[src/rtl/uart_rx_ctrl.sv]
// uart_rx_ctrl: UART receive frame sequencer driven by a mid-bit center_tick,
// with a valid/ready byte output and framing/overrun error pulses.
module uart_rx_ctrl #(
    parameter int DATA_BITS = 8
) (
    input  logic                 clk,
    input  logic                 rst_n,
    input  logic                 rx_in,
    input  logic                 center_tick,
    output logic                 phase_arm,
    output logic [DATA_BITS-1:0] rx_data,
    output logic                 rx_valid,
    input  logic                 rx_ready,
    output logic                 frame_err,
    output logic                 overrun_err,
    output logic                 busy
);
    localparam int CW = $clog2(DATA_BITS);

    typedef enum logic [1:0] {IDLE, START, DATA, STOP} state_t;

    state_t               r_state, w_next;
    logic                 r_sync1, r_sync2, r_prev;
    logic [DATA_BITS-1:0] r_shift, r_data;
    logic [CW-1:0]        r_cnt;
    logic                 r_valid, r_ferr, r_oerr;
    logic                 w_fall, w_last, w_stop_tick, w_load;

    assign w_fall      = r_prev && !r_sync2;
    assign w_last      = r_cnt == CW'(DATA_BITS - 1);
    assign w_stop_tick = (r_state == STOP) && center_tick;
    assign w_load      = w_stop_tick && r_sync2;

    always_comb begin
        w_next = r_state;
        case (r_state)
            IDLE:    w_next = w_fall ? START : IDLE;
            START:   w_next = center_tick ? (r_sync2 ? IDLE : DATA) : START;
            DATA:    w_next = (center_tick && w_last) ? STOP : DATA;
            STOP:    w_next = center_tick ? IDLE : STOP;
            default: w_next = IDLE;
        endcase
    end

    always_ff @(posedge clk or negedge rst_n) begin
        if (!rst_n) begin
            r_state <= IDLE;
            r_sync1 <= 1'b1;
            r_sync2 <= 1'b1;
            r_prev  <= 1'b1;
        end else begin
            r_state <= w_next;
            r_sync1 <= rx_in;
            r_sync2 <= r_sync1;
            r_prev  <= r_sync2;
        end
    end

    always_ff @(posedge clk or negedge rst_n) begin
        if (!rst_n) begin
            r_shift <= '0;
            r_cnt   <= '0;
            r_data  <= '0;
            r_valid <= 1'b0;
            r_ferr  <= 1'b0;
            r_oerr  <= 1'b0;
        end else begin
            if (r_state == START && center_tick)
                r_cnt <= '0;
            if (r_state == DATA && center_tick) begin
                r_shift <= {r_sync2, r_shift[DATA_BITS-1:1]};
                r_cnt   <= r_cnt + 1'b1;
            end
            if (w_load)
                r_data <= r_shift;
            // A load wins over a same-cycle consume, so valid stays high.
            r_valid <= w_load ? 1'b1 : ((r_valid && rx_ready) ? 1'b0 : r_valid);
            r_ferr  <= w_stop_tick && !r_sync2;
            r_oerr  <= w_load && r_valid && !rx_ready;
        end
    end

    assign phase_arm   = r_state == IDLE;
    assign busy        = r_state != IDLE;
    assign rx_data     = r_data;
    assign rx_valid    = r_valid;
    assign frame_err   = r_ferr;
    assign overrun_err = r_oerr;
endmodule

[config.mk]
export PLATFORM = sky130hd
export DESIGN_NAME = uart_rx_ctrl
export DESIGN_NICKNAME = d
export VERILOG_FILES = /design/src/rtl/uart_rx_ctrl.sv
export SDC_FILE = /design/constraint.sdc
export NUM_CORES = 1
export LEC_CHECK = 0
export CORE_ASPECT_RATIO = 1.1
export CORE_MARGIN = 10
export CORE_UTILIZATION = 40
export CTS_CLUSTER_DIAMETER = 50
export CTS_CLUSTER_SIZE = 12
export DETAILED_ROUTE_END_ITERATION = 10
export GPL_ROUTABILITY_DRIVEN = 1
export MAX_ROUTING_LAYER = met4
export PLACE_DENSITY = 0.6
export SETUP_SLACK_MARGIN = 0.5
export SLEW_MARGIN = 30
export SYNTH_ARGS = -nofsm -noshare
export SYNTH_HDL_FRONTEND = slang
export SYNTH_SLANG_ARGS = --single-unit
[constraint.sdc]
create_clock -name clk -period 3.9 [get_ports clk]
set_clock_uncertainty 0.2 [all_clocks]
set_input_delay 0.78 -clock clk [delete_from_list [all_inputs] [get_ports clk]]
set_output_delay 0.78 -clock clk [all_outputs]
set_load 0.02 [all_outputs]
==> reports/qor.yml <==
clock_tree.root_cell: "clkbuf_4"
synth-warning-count: 0
fin_cells: 127
hold_violations: 0
wl_met3_um: 131
core_um2: 2567
path_buf_inv: 2
area_delta_synth_final_pct: 20.07
grt_max_degree: 28
cts.sinks: 27
fin_ws_ps: 1046
top_layer_used: "met4"
crit_chain: "or2_2 -> inv_1 -> clkdlybuf4s50_1"
diodes: 0
whs_ps: 167.0
post-route-period-util_pct: 73.18
setup_violations: 0
die_area_um2: 5241
drive_gt1_share_pct: 29.17
grt_use_total_pct: 7.725
fillers: 232
first_pass_iters: 5
met1_length_um: 866
synth_seq_cells: 27
drt_iter0_drc: 59
cts_setup_buffers: 0
avgRoutedWirePerCell_um: 14.52
worstPathMaxFanout: 13
ys_seq_area_share_pct: 61.92
irDropWorstVdd_uv: 419.2
grt_pass1_wl_um: 3139
status: "finished, final reports clean"
max_freq_ghz: 0.3504
mostFrequentLayoutCell: "dfrtp_1"
ant_nets: 0
crit_family: "buffers and inverters"
fin_setup_tns_ps: 0
wl_met2_um: 830
clk_latency_ps: 320
fin_crit_ps: 2854
die_w_um: 69.94
drt-total-wl_um: 1844
pre_cts_ws_ps: 1406
h-tree-depth: 1
overflow: 0
dp_hpwl_um: 1321
cts_hold_buffers: 0
cts_tree: "yes"
dieHeight_um: 74.93
arrival_ps: 1870
p_leak_nw: 0.6081
cap_violations: 0
drv_slew: 0
worstPathRequired_ps: 2920
route.vias.total: 633
path_class: "reg -> out"
rsz0062_at_grt: "false"
worst_path_max_delay_cell: "clkdlybuf4s50_1"
final_nets: 104
powerDensity_nw_per_um2: 660.1
start_util_pct: 42.74
synth_top_area_share_pct: 54.73
synth_cell_types: 19
yosys-top-cells-area: "dfrtp_1 (55%), mux2_2 (17%), dfstp_2 (7.2%), o221ai_1 (2.4%), ha_1 (2.3%)"
yosysTopAreaCell: "dfrtp_1"
tightest_slew_ps: 393.4
clk_pin_slew_ps: 150
clockBufferDepth: 2
syn_nets: 84
p_total_uw: 869.7
cp-start-kind: "flop"
max_stage_delay_ps: 590
endpoint_kind: "primary output"
drcViolationCount: 0
syn_inst: 77
timing.slew.headroom_pct: 73.77
avgSynthCellArea_um2: 14.25
cts-resized-gates: 0
place_congestion: 0.6540
fp-row-count: 19
io_pins: 18
cts_buffers: 3
vias_per_cell: 4.984
antenna_found_initial: 0
hold_path_class: "reg -> reg"
port_buffers: 17
final_cell_mix: "dfrtp_1 (24), mux2_2 (17), clkdlybuf4s50_1 (17)"
syn-cell-area_um2: 1097
grt_pass1_vias: 651
dp.cells: 123
[through the flow]
stage | cell area [um2] | util [%]
final | 1318 | 51.32
after global routing | 1318 | 51.32
after CTS | 1318 | 51.32
after detailed placement | 1287 | 50.15
after global placement | 1287 | 50.15
after floorplan | 1097 | -
[per-layer routing]
metal | vias to the layer above | global-route usage (%)
li1 | 306 | -
met1 | 305 | 9.014
met2 | 20 | 11.38
met3 | 2 | 3.022
met4 | 0 | 3.947
met5 | - | -
[state kept, by name (all words and copies together), names as in the netlist]
signal	cells
r_shift	8
overrun_err	1
frame_err	1
rx_data	8
r_prev	1
r_sync1	1
rx_valid	1
r_state	2
r_sync2	1
r_cnt	3
[cell usage after synthesis]
library cell   n
nor2_1         3
buf_6          1
mux2_2        17
buf_4          2
nand2_1        4
o21a_1         1
nand4_4        1
o221ai_1       3
or2_2          1
dfstp_2        3
nand2b_1       3
inv_1          4
nand3_1        4
nor3b_1        1
and3_1         1
ha_1           2
dfrtp_1       24
nand3b_2       1
o31a_1         1
[cell families (layout without fill, tap and decap cells)]
group / after synthesis / in the layout / share of synthesized area (%)
mux: 17 / 17 / 17.45
buf+inv: 7 / 26 / 3.762
fa+ha+maj: 2 / 2 / 2.280
compound gates: 5 / 5 / 3.878
simple gates: 19 / 19 / 10.72
flops: 27 / 27 / 61.92
[final timing paths]
path | start | end | slack [ps] | cells after the start
setup / recovery | r_state[1]$_DFF_PN0_ | phase_arm | 1050 | 3
max in group asynchronous | rst_n | r_sync2$_DFF_PN1_ | 2600 | 2
min in group asynchronous | rst_n | r_shift[6]$_DFFE_PN0P_ | 600 | 2
hold reg to reg | r_sync1$_DFF_PN1_ | r_sync2$_DFF_PN1_ | 170 | 0
setup reg to reg | r_state[0]$_DFF_PN0_ | r_shift[6]$_DFFE_PN0P_ | 2310 | 2
hold / removal | r_sync1$_DFF_PN1_ | r_sync2$_DFF_PN1_ | 170 | 0
[where the power goes]
group          leakage (nW)  switching (mW)  internal [mW]  total, mW
registers             0.349          0.0810          0.367      0.448
logic                 0.246           0.130          0.170      0.300
clock network        0.0139          0.0833         0.0391      0.122
[area by class of cell]
class,instances,area [um2],share of cell area [%]
Clock inverter,1,7.507,0.5698
Sequential cell,27,679.4,51.57
Clock buffer,3,22.52,1.709
Timing Repair Buffer,18,177.7,13.49
Multi-Input combinational cell,43,376.6,28.59
Inverter,4,15.01,1.140
Tap cell,31,38.79,2.944
[worst register-to-register path: stages (launching register included)]
cell and delay [ps]:
dfrtp_1 540, nand3b_2 410, mux2_2 350
(Power assumes the default switching activity.)
